## config.mk

```make
export PLATFORM = sky130hd
export DESIGN_NAME = quad_decoder_flat
export DESIGN_NICKNAME = d
export VERILOG_FILES = /design/src/rtl/quad_decoder_if.sv /design/src/rtl/quad_decoder.sv /design/src/flat_wrapper.sv
export SDC_FILE = /design/constraint.sdc
export NUM_CORES = 1
export LEC_CHECK = 0
export BUFFER_PORTS_ARGS = -buffer_cell sky130_fd_sc_hd__buf_2
export CORE_MARGIN = 4
export CORE_UTILIZATION = 58
export DETAILED_ROUTE_END_ITERATION = 16
export GPL_ROUTABILITY_DRIVEN = 0
export GPL_TIMING_DRIVEN = 0
export MAX_ROUTING_LAYER = met4
export PLACE_DENSITY = 0.79
export SLEW_MARGIN = 25
export SYNTH_ARGS = -nofsm -noshare
export SYNTH_HDL_FRONTEND = slang
export SYNTH_SLANG_ARGS = --single-unit
```

## constraint.sdc

```tcl
create_clock -name clk -period 3.6 [get_ports clk]
set_clock_uncertainty 0.05 [all_clocks]
set_input_delay 0.72 -clock clk [delete_from_list [all_inputs] [get_ports clk]]
set_output_delay 0.72 -clock clk [all_outputs]
set_load 0.1 [all_outputs]
```

## src/rtl/quad_decoder_if.sv

```systemverilog
// rtl/quad_decoder_if.sv - encoder pin and position bus bundle for quad_decoder
interface quad_decoder_if #(
  parameter int N = 16
);
  logic         a;
  logic         b;
  logic         idx;
  logic         en;
  logic         clr;
  logic         idx_en;
  logic         err_clr;
  logic [N-1:0] pos;
  logic         dir;
  logic         step;
  logic         err;

  // Driver side: pins and controls out, position status in
  modport master (
    output a, b, idx, en, clr, idx_en, err_clr,
    input  pos, dir, step, err
  );

  // Decoder side
  modport slave (
    input  a, b, idx, en, clr, idx_en, err_clr,
    output pos, dir, step, err
  );
endinterface

```

## src/rtl/quad_decoder.sv

```systemverilog
// rtl/quad_decoder.sv - x4 quadrature decoder with sync, glitch filter and index zeroing
module quad_decoder #(
  parameter int N    = 16,
  parameter int FILT = 3
) (
  input logic            clk,
  input logic            rst_n,
  quad_decoder_if.slave  bus
);

  // Channel bit order inside the packed vectors: [2]=idx, [1]=a, [0]=b
  localparam logic [3:0] FILT_M1 = 4'(FILT - 1);

  logic [2:0]   sync1_q, sync2_q;
  logic [2:0]   filt_q, filt_d;
  logic [3:0]   cnt_q [3];
  logic [3:0]   cnt_d [3];
  logic [1:0]   prev_q;
  logic         idx_prev_q;
  logic [N-1:0] pos_q, pos_d;
  logic         dir_q, dir_d;
  logic         step_q, step_d;
  logic         err_q, err_d;

  logic [1:0] ab;
  logic [1:0] delta;
  logic       legal;
  logic       illegal;
  logic       up;
  logic       idx_rise;

  // Per-channel filter: count consecutive mismatching cycles, accept new level on the FILT-th
  always_comb begin
    filt_d = filt_q;
    for (int i = 0; i < 3; i++) begin
      cnt_d[i] = 4'd0;
      if (sync2_q[i] != filt_q[i]) begin
        if (cnt_q[i] == FILT_M1) begin
          filt_d[i] = sync2_q[i];
        end else begin
          cnt_d[i] = cnt_q[i] + 4'd1;
        end
      end
    end
  end

  // Gray-code step decode against the previous filtered {a,b}
  always_comb begin
    ab       = filt_q[1:0];
    delta    = ab ^ prev_q;
    legal    = ^delta;
    illegal  = &delta;
    // Forward order 00->01->11->10 always satisfies prev[1] != cur[0]
    up       = prev_q[1] ^ ab[0];
    idx_rise = filt_q[2] & ~idx_prev_q & bus.idx_en & (ab == 2'b00);
  end

  // Next-state for position, direction, strobe and sticky error; clr beats index beats step
  always_comb begin
    pos_d  = pos_q;
    dir_d  = dir_q;
    step_d = 1'b0;
    err_d  = err_q;
    if (legal && bus.en) begin
      step_d = 1'b1;
      dir_d  = up;
      pos_d  = up ? pos_q + N'(1) : pos_q - N'(1);
    end
    if (idx_rise) pos_d = '0;
    if (bus.clr)  pos_d = '0;
    if (bus.err_clr) err_d = 1'b0;
    if (illegal)     err_d = 1'b1;
  end

  // State registers; prev_q tracks every cycle so a disabled counter resumes without a burst
  always_ff @(posedge clk or negedge rst_n) begin
    if (!rst_n) begin
      sync1_q    <= '0;
      sync2_q    <= '0;
      filt_q     <= '0;
      for (int i = 0; i < 3; i++) cnt_q[i] <= '0;
      prev_q     <= '0;
      idx_prev_q <= 1'b0;
      pos_q      <= '0;
      dir_q      <= 1'b0;
      step_q     <= 1'b0;
      err_q      <= 1'b0;
    end else begin
      sync1_q    <= {bus.idx, bus.a, bus.b};
      sync2_q    <= sync1_q;
      filt_q     <= filt_d;
      for (int i = 0; i < 3; i++) cnt_q[i] <= cnt_d[i];
      prev_q     <= filt_q[1:0];
      idx_prev_q <= filt_q[2];
      pos_q      <= pos_d;
      dir_q      <= dir_d;
      step_q     <= step_d;
      err_q      <= err_d;
    end
  end

  assign bus.pos  = pos_q;
  assign bus.dir  = dir_q;
  assign bus.step = step_q;
  assign bus.err  = err_q;

endmodule

```

## src/flat_wrapper.sv

```systemverilog
// flat-port wrapper written by rule: the top's interface ports become plain ports
module quad_decoder_flat 
#(
  parameter int N    = 16,
  parameter int FILT = 3
)
  (clk, rst_n, bus_a, bus_b, bus_idx, bus_en, bus_clr, bus_idx_en, bus_err_clr, bus_pos, bus_dir, bus_step, bus_err);
  quad_decoder_if #(.N(N)) bus_i ();
  input logic clk;
  input logic rst_n;
  input wire logic [$bits(bus_i.a)-1:0] bus_a;
  input wire logic [$bits(bus_i.b)-1:0] bus_b;
  input wire logic [$bits(bus_i.idx)-1:0] bus_idx;
  input wire logic [$bits(bus_i.en)-1:0] bus_en;
  input wire logic [$bits(bus_i.clr)-1:0] bus_clr;
  input wire logic [$bits(bus_i.idx_en)-1:0] bus_idx_en;
  input wire logic [$bits(bus_i.err_clr)-1:0] bus_err_clr;
  output wire logic [$bits(bus_i.pos)-1:0] bus_pos;
  output wire logic [$bits(bus_i.dir)-1:0] bus_dir;
  output wire logic [$bits(bus_i.step)-1:0] bus_step;
  output wire logic [$bits(bus_i.err)-1:0] bus_err;
  assign bus_i.a = bus_a;
  assign bus_i.b = bus_b;
  assign bus_i.idx = bus_idx;
  assign bus_i.en = bus_en;
  assign bus_i.clr = bus_clr;
  assign bus_i.idx_en = bus_idx_en;
  assign bus_i.err_clr = bus_err_clr;
  assign bus_pos = bus_i.pos;
  assign bus_dir = bus_i.dir;
  assign bus_step = bus_i.step;
  assign bus_err = bus_i.err;
  quad_decoder #(.N(N), .FILT(FILT)) u_core (.clk(clk), .rst_n(rst_n), .bus(bus_i));
endmodule
```

==> results.toml, run 1 <==
[status]
outcome = "completed"

[global_route]
grt_first_pass_wirelength_microns = 8631
grt_pass1_vias = 1909
antenna_found_initial = 0
grt_usage_pct = 21.90
grt_max_degree = 44
grt_overflow_total = 0

[floorplanning]
die_area_sq_um = 5148
fp.dieH_microns = 71.75
std_cell_rows = 22
coreArea_sq_um = 3799
die_x_microns = 71.75
initial_core_util_pct = 62.06
ios = 28

[routing]
routed_via_density = 5.778
drt_iter0_markers = 129
drc = 0
detail_route.wl_per_cell_microns = 14.36
routed_wl_microns = 4912
final_antenna_net_count = 0
first_pass_iters = 4
vias = 1976

[run]
maxCapViolations = 0

[finish]
design_area_sq_um = 2685
nets = 312
antenna_cells = 0
layout-drive-gt1-share_pct = 17.01
fillCellCount = 309
syn2layout_area_growth_pct = 13.91

[worst_setup_path]
required_ns = 3.78
criticalPathCategory = "flip-flop to flip-flop"
cp.arrival_ns = 3.49
startpoint_type = "flip-flop"
cp_max_fo = 10
worstSetupEndpointType = "flip-flop"

[yosys]
synth.distinct_cells = 40
yosys-top-cells-area = "dfrtp_1 (46%), nor2_1 (5.6%), ha_1 (5.3%)"
synth_cells = 259
synthAdderAreaFrac_pct = 5.308
synth_area_per_cell_sq_um = 9.101
synth_top_family_by_area = "simple AND/OR/NAND/NOR gates"
synth.mux.area_fraction_pct = 2.335
yosysSeqAreaShare_pct = 45.65
synth-compound-area-share_pct = 9.607
synth_top_area_share_pct = 45.65
synth-edff-count = 0
synth_common_cells = "dfrtp_1 (43), nor2_1 (35), nand2_1 (26)"
syn-num-nets = 278
ys_seq_elements = 43
synth-main-ff-cell = "dfrtp_1"
async_reset_ff_share_pct = 100.0
yosysTopAreaCell = "dfrtp_1"
syn_area_sq_um = 2357
yosysMostFrequentCell = "dfrtp_1"
synth-xor-area-share_pct = 8.864
yosys.area_share.simple_pct = 25.00
yosys_warnings = 0

[place]
place_area_sq_um = 2552
hpwl_microns = 3542
port_buffers = 27

[sta]
max-slew-margin-rel_pct = 57.16
period_needed_ns = 3.314
slew_violations = 0
fmax_mhz = 301.7
setup-violations-final = 0
final.period_utilization_pct = 92.06
tightest_slew_ns = 0.6368
rsz0062_at_grt = "false"
setup_tns_ns = 0
finalHoldViolCount = 0

[clocking]
clk_pin_slew_ns = 0.08
clkSinkCount = 43
cts_tree = "yes"
cts.root.buffer_cell = "clkbuf_8"
ctsLongestPathBuffers = 2
clock_latency_ns = 0.30
cts_inserted_buffers = 5
htreeDepth = 2

[hold_path]
holdCritPathClass = "flip-flop to flip-flop"
layout by cell type (no fill, tap or decap), drive strengths merged:
master	n
bufinv	1
o21ai	8
buf	32
nor3	11
o2bb2ai	1
or2	1
and4	2
dfrtp	43
ha	10
clkinv	3
or3	8
o311ai	1
a221oi	1
and3	3
nor2	36
nand3	15
a21boi	1
nand2	26
nor3b	1
a211oi	1
clkbuf	12
and2	3
nor4b	1
inv	6
or4	1
nor4	7
nand4	6
xnor2	12
a31oi	3
o211ai	1
a21o	6
nand3b	1
mux2i	1
mux2	4
xor2	11
a21oi	14
kinds of logic after synthesis:
group                    after synthesis
AO/OA/AOI/OAI                         37
XOR/XNOR                              23
adder cells (fa/ha/maj)               10
buffers and inverters                 19
flip-flops                            43
multiplexers                           5
AND/OR/NAND/NOR                      122
stage by stage:
step | worst slack [ns] | std cells | utilization [%] | hold slack, ns
global placement | 0.07590 | 334 | 67.19 | 0.2882
global route | 0.07564 | 342 | 70.69 | 0.3193
detailed placement | 0.09329 | 334 | 67.19 | 0.2936
floorplan | 0.5423 | 259 | - | 0.2812
finish | 0.2859 | 342 | 70.69 | 0.3101
CTS | 0.07045 | 342 | 70.16 | 0.3129
final timing paths:
kind	depth (start not counted)	slack, ns	from	endpoint
max in group asynchronous	1	2.76	rst_n	u_core.filt_q[0]$_DFFE_PN0P_
worst max-delay path	11	0.29	u_core.filt_q[0]$_DFFE_PN0P_	u_core.bus.pos[8]$_DFFE_PN0P_
min in group asynchronous	1	0.34	rst_n	u_core.bus.pos[14]$_DFFE_PN0P_
worst min register to register	0	0.31	u_core.sync1_q[2]$_DFF_PN0_	u_core.sync2_q[2]$_DFF_PN0_
worst min-delay path	0	0.31	u_core.sync1_q[2]$_DFF_PN0_	u_core.sync2_q[2]$_DFF_PN0_
worst max register to register	11	0.29	u_core.filt_q[0]$_DFFE_PN0P_	u_core.bus.pos[8]$_DFFE_PN0P_
per-layer routing:
metal | vias up | routed length (microns) | GRT usage (%)
li1 | 965 | - | -
met1 | 936 | 2173 | 28.17
met2 | 65 | 2313 | 33.37
met3 | 10 | 323 | 5.189
met4 | 0 | 102 | 8.768
met5 | - | 0 | -
repair_timing:
action	CTS	global route
gates resized for setup	0	3
hold buffers	0	0
setup buffers	0	0
setup endpoints to repair	0	1
layout make-up:
type / count / area, sq um / share of cell area (%)
well taps: 48 / 60.06 / 2.237
repair buffers: 27 / 137.6 / 5.126
flip-flops and latches: 43 / 1077 / 40.12
multi-input cells: 197 / 1221 / 45.48
clock inverters: 3 / 43.79 / 1.631
clock buffers: 5 / 68.82 / 2.563
plain buffers: 12 / 50.05 / 1.864
inverters: 7 / 26.28 / 0.9786
sequential cells by signal (all words and copies together) (netlist names):
register,count
u_core.idx_prev_q,1
u_core.bus.dir,1
u_core.prev_q,2
u_core.bus.pos,16
u_core.bus.err,1
u_core.sync2_q,3
u_core.filt_q,3
u_core.sync1_q,3
u_core.bus.step,1
u_core.cnt_q,12
worst max-delay path: stages, from the launching register on:
cell,delay (ns)
dfrtp_2,0.49
xor2_4,0.30
buf_2,0.27
buf_2,0.26
xnor2_1,0.09
ha_1,0.27
nor3_2,0.25
nor2_1,0.09
o21ai_0,0.32
mux2_2,0.39
or3_1,0.30
a21oi_1,0.14
Power of run 1 is left out: the tool's default activity adds up to more than one toggle a clock period on the data nets, which glitch-free logic cannot reach.
==> run 2: changes to the inputs <==
--- a/config.mk
+++ b/config.mk
@@ -6,13 +6,15 @@
 export NUM_CORES = 1
 export LEC_CHECK = 0
 export BUFFER_PORTS_ARGS = -buffer_cell sky130_fd_sc_hd__buf_2
+export CELL_PAD_IN_SITES_DETAIL_PLACEMENT = 0
+export CELL_PAD_IN_SITES_GLOBAL_PLACEMENT = 2
 export CORE_MARGIN = 4
-export CORE_UTILIZATION = 58
+export CORE_UTILIZATION = 36
 export DETAILED_ROUTE_END_ITERATION = 16
 export GPL_ROUTABILITY_DRIVEN = 0
 export GPL_TIMING_DRIVEN = 0
 export MAX_ROUTING_LAYER = met4
-export PLACE_DENSITY = 0.79
+export PLACE_DENSITY_LB_ADDON = 0.12
 export SLEW_MARGIN = 25
 export SYNTH_ARGS = -nofsm -noshare
 export SYNTH_HDL_FRONTEND = slang
==> run 2 against run 1 <==
Die area increased by 54%. Count of clock-buffer cells in the layout increased by 1. Hold slack got worse by 0.0059 ns. Non-clock buffer count unchanged. Final cell count increased by 8.5%. Sequential share of layout area decreased by 0.85 points. Register-to-register slack got worse by 0.03 ns.
==> results.toml, run 2 (same netlist as run 1, synthesis figures left out) <==
[routing]
first_pass_iters = 4
drc = 0
routed_via_density = 5.159
vias = 1914
detail_route.wl_per_cell_microns = 14.95
routed_wl_microns = 5547
final_antenna_net_count = 0
drt_iter0_markers = 136

[clocking]
ctsLongestPathBuffers = 2
htreeDepth = 2
cts_tree = "yes"
cts_inserted_buffers = 5
cts.root.buffer_cell = "clkbuf_8"
hold_buffers = 0
clk_pin_slew_ns = 0.09
clock_latency_ns = 0.29
clkSinkCount = 43

[sta]
max-slew-margin-rel_pct = 58.08
fmax_mhz = 299.2
holdWs_ns = 0.3042
rsz0062_at_grt = "false"
period_needed_ns = 3.342
final.period_utilization_pct = 92.84
slew_violations = 0
finalHoldViolCount = 0
setup_slack_ns = 0.2577
tightest_slew_ns = 0.6231
setup-violations-final = 0

[finish]
antenna_cells = 0
layout-drive-gt1-share_pct = 16.33
nets = 312
fin_util_pct = 43.15
final_cell_mix = "dfrtp_1 (43), nor2_1 (35), buf_2 (30)"
largest_reg_flops = 16
final_cell_count_no_fill = 371
syn2layout_area_growth_pct = 16.24
final_common_cell = "dfrtp_1"

[floorplanning]
initial_core_util_pct = 37.12
die_x_microns = 88.92
coreArea_sq_um = 6350
std_cell_rows = 29
die_area_sq_um = 7907
fp.dieH_microns = 88.92
ios = 28

[worst_setup_path]
required_ns = 3.77
cp_max_fo = 10
startpoint_type = "flip-flop"
criticalPathCategory = "flip-flop to flip-flop"
worstSetupEndpointType = "flip-flop"
cp.arrival_ns = 3.52
ff2ff_path_depth = 11

[place]
placedCellCount = 363
hpwl_microns = 3914
port_buffers = 27
place_ws_ns = -0.04071

[global_route]
grt_max_degree = 44
grt_overflow_total = 0
grt_usage_pct = 16.21
grt_pass1_vias = 1906
antenna_found_initial = 0
grt_first_pass_wirelength_microns = 9570

[hold_path]
holdCritPathClass = "flip-flop to flip-flop"
hold_depth = 0

[status]
outcome = "completed"

[run]
maxCapViolations = 0
## run 2: per-stage QoR
stage,setup TNS [ns],instance area (sq um)
final,0,2740
after global routing,0,2740
after CTS,0,2733
after detailed placement,-0.04071,2589
after global placement,-0.1515,2589
after floorplan,0,2357
## run 2: repair_timing
item	4_1_cts	5_1_grt
setup endpoints to repair	1	1
hold endpoints to repair	0	0
gates resized for setup	1	2
buffers inserted	0	0
## run 2: path summary, 6_finish.rpt
| kind | slack [ns] | start | endpoint |
|---|---|---|---|
| min reg2reg | 0.30 | u_core.sync1_q[1]$_DFF_PN0_ | u_core.sync2_q[1]$_DFF_PN0_ |
| min in group asynchronous | 0.35 | rst_n | u_core.bus.pos[15]$_DFFE_PN0P_ |
| max reg2reg | 0.26 | u_core.filt_q[0]$_DFFE_PN0P_ | u_core.bus.pos[8]$_DFFE_PN0P_ |
| max in group asynchronous | 2.76 | rst_n | u_core.cnt_q[3]$_DFF_PN0_ |
| max | 0.26 | u_core.filt_q[0]$_DFFE_PN0P_ | u_core.bus.pos[8]$_DFFE_PN0P_ |
| min | 0.30 | u_core.sync1_q[1]$_DFF_PN0_ | u_core.sync2_q[1]$_DFF_PN0_ |
## run 2: worst max-delay path, cell delays in order, from the launching register on
cell     delay (ns)
dfrtp_1        0.54
xor2_4         0.32
buf_2          0.28
buf_2          0.26
xnor2_1        0.09
ha_1           0.26
nor3_2         0.26
nor2_1         0.09
o21ai_1        0.29
mux2_2         0.38
or3_1          0.31
a21oi_1        0.14
## run 2: per-layer routing
metal  part of all wire [%]  GRT usage, %  vias to the layer above
met5                      0             -                        -
met1                     51         23.61                      909
met3                    4.4         3.134                        4
li1                       -             -                      968
met4                   0.88         3.297                        0
met2                     44         23.48                       33
## run 2: final cells by class
cell class              count  area (sq um)
fillers                   657          3610
flip-flops and latches     43          1076
repair buffers             27         137.6
inverters                   7         26.28
clock buffers               6         72.57
multi-input cells         197          1221
well taps                  77         96.34
clock inverters             2         60.06
plain buffers              12         50.05
Power of run 2 is left out for the same reason.
==> run 3: changes to the inputs <==
--- a/config.mk
+++ b/config.mk
@@ -5,16 +5,17 @@
 export SDC_FILE = /design/constraint.sdc
 export NUM_CORES = 1
 export LEC_CHECK = 0
-export BUFFER_PORTS_ARGS = -buffer_cell sky130_fd_sc_hd__buf_2
 export CELL_PAD_IN_SITES_DETAIL_PLACEMENT = 0
 export CELL_PAD_IN_SITES_GLOBAL_PLACEMENT = 2
 export CORE_MARGIN = 4
-export CORE_UTILIZATION = 36
+export CORE_UTILIZATION = 39
 export DETAILED_ROUTE_END_ITERATION = 16
+export DONT_BUFFER_PORTS = 1
 export GPL_ROUTABILITY_DRIVEN = 0
 export GPL_TIMING_DRIVEN = 0
 export MAX_ROUTING_LAYER = met4
 export PLACE_DENSITY_LB_ADDON = 0.12
+export SKIP_CTS_REPAIR_TIMING = 1
 export SLEW_MARGIN = 25
 export SYNTH_ARGS = -nofsm -noshare
 export SYNTH_HDL_FRONTEND = slang
==> run 3 against run 2 <==
Utilization up 0.85 points. Critical path depth unchanged. Final cell count down 7.3%. Register-to-register slack is essentially flat. Non-clock buffer count is 25 lower. Via count decreased by 4.4%. Highest routed layer unchanged. Maximum frequency increased by 0.24%. Die area shrank 7.0%. Flip-flop and latch count stayed put. Sequential share of layout area up 2.4 points. Worst setup slack improved by 0.0081 ns. Global-route usage shrank 0.11 points.
==> results.toml, run 3 (same netlist as run 1, synthesis figures left out) <==
[worst_setup_path]
cp.arrival_ns = 3.51
startpoint = "u_core.filt_q[0]$_DFFE_PN0P_"
r2r_start = "u_core.filt_q[0]$_DFFE_PN0P_"
criticalPathCategory = "flip-flop to flip-flop"
required_ns = 3.77
startpoint_type = "flip-flop"
cp_max_fo = 10
endpoint = "u_core.bus.pos[8]$_DFFE_PN0P_"
worstSetupEndpointType = "flip-flop"
reg2reg_slack_ns = 0.27
reg2reg_to = "u_core.bus.pos[8]$_DFFE_PN0P_"
ff2ff_path_depth = 11

[finish]
fillCellCount = 626
final_cell_mix = "dfrtp_1 (41), nor2_1 (35), nand2_1 (26)"
antenna_cells = 0
fin_util_pct = 44.01
regArea_sq_um = 1079
syn2layout_area_growth_pct = 9.872
final_common_cell = "dfrtp_1"
nets = 287
layout-drive-gt1-share_pct = 9.294
final_cell_count_no_fill = 344
largest_reg_flops = 16
multiInputGateArea_sq_um = 1221

[clocking]
clock_latency_ns = 0.30
clkSinkCount = 43
cts_tree = "yes"
ctsLongestPathBuffers = 2
cts_inserted_buffers = 5
cts.root.buffer_cell = "clkbuf_8"
htreeDepth = 2
clk_pin_slew_ns = 0.09

[routing]
vias = 1830
drc = 0
drt_iter0_markers = 95
final_antenna_net_count = 0
detail_route.wl_per_cell_microns = 15.76
first_pass_iters = 6
routed_wl_microns = 5420
routed_via_density = 5.320

[place]
port_buffers = 0
placedCellCount = 336
place_ws_ns = -0.04548
hpwl_microns = 3807

[global_route]
grt_pass1_vias = 1813
grt_overflow_total = 0
grt_usage_pct = 16.10
antenna_found_initial = 0
grt_first_pass_wirelength_microns = 9149
grt_max_degree = 44

[sta]
fmax_mhz = 299.9
max-slew-margin-rel_pct = 27.57
finalHoldViolCount = 0
tightest_slew_ns = 1.086
setup-violations-final = 0
setup_tns_ns = 0
period_needed_ns = 3.334
final.period_utilization_pct = 92.62
setup_slack_ns = 0.2658
slew_violations = 0
rsz0062_at_grt = "false"

[hold_path]
holdCritPathClass = "input pin to async pin"

[floorplanning]
coreArea_sq_um = 5886
std_cell_rows = 28
die_x_microns = 85.75
fp.dieH_microns = 85.75
initial_core_util_pct = 40.05
ios = 28
die_area_sq_um = 7352

[status]
outcome = "completed"

[run]
maxCapViolations = 0
[run 3: cell count changes in the layout (fill, tap and decap cells not counted)]
cell        before  now
buf_2           30    4
bufinv_16        2    0
clkinvlp_4       0    2
dfrtp_1         43   41
dfrtp_2          0    2
buf_1            1    2
buf_16           0    1
buf_4            1    0
clkbuf_1         8    7
clkinv_2         0    1
[run 3: layout make-up]
| cell class | instances | share of cell area (%) |
|---|---|---|
| multi-input combinational | 197 | 47.15 |
| sequential | 43 | 41.64 |
| tap | 75 | 3.623 |
| clock buffer | 5 | 2.657 |
| buffer | 12 | 1.932 |
| timing repair buffer | 2 | 1.208 |
| inverter | 7 | 1.014 |
| clock inverter | 3 | 0.7729 |
[run 3: stage by stage]
step	area [sq um]	hold WS, ns
after global routing	2590	0.03431
after global placement	2451	0.2820
final	2590	0.05651
after CTS	2571	0.04056
after floorplan	2357	0.2812
after detailed placement	2482	0.2847
[run 3: worst min-delay path by stage]
stage	from	to	slack, ns	cells past startpoint
CTS	rst_n	u_core.bus.pos[15]$_DFFE_PN0P_	0.04	0
global placement	u_core.sync1_q[2]$_DFF_PN0_	u_core.sync2_q[2]$_DFF_PN0_	0.28	0
global route	rst_n	u_core.bus.pos[15]$_DFFE_PN0P_	0.03	0
finish	rst_n	u_core.bus.pos[14]$_DFFE_PN0P_	0.06	0
floorplan	u_core.sync1_q[0]$_DFF_PN0_	u_core.sync2_q[0]$_DFF_PN0_	0.28	0
detailed placement	u_core.sync1_q[2]$_DFF_PN0_	u_core.sync2_q[2]$_DFF_PN0_	0.28	0
[run 3: metal layers]
layer | GRT usage, % | share of wire, % | up-vias
met5 | - | 0 | -
met4 | 5.755 | 2.1 | 0
met3 | 3.939 | 5.5 | 9
met2 | 22.53 | 41 | 40
met1 | 22.64 | 51 | 862
li1 | - | - | 919
[run 3: critical path, cell delays in order (launching register included)]
cell     delay [ns]
dfrtp_1        0.55
xor2_4         0.33
buf_2          0.30
buf_2          0.27
xnor2_1        0.09
ha_1           0.26
nor3_2         0.25
nor2_1         0.08
o21ai_1        0.26
mux2_2         0.38
or3_1          0.30
a21oi_1        0.14
Power of run 3 is left out for the same reason.
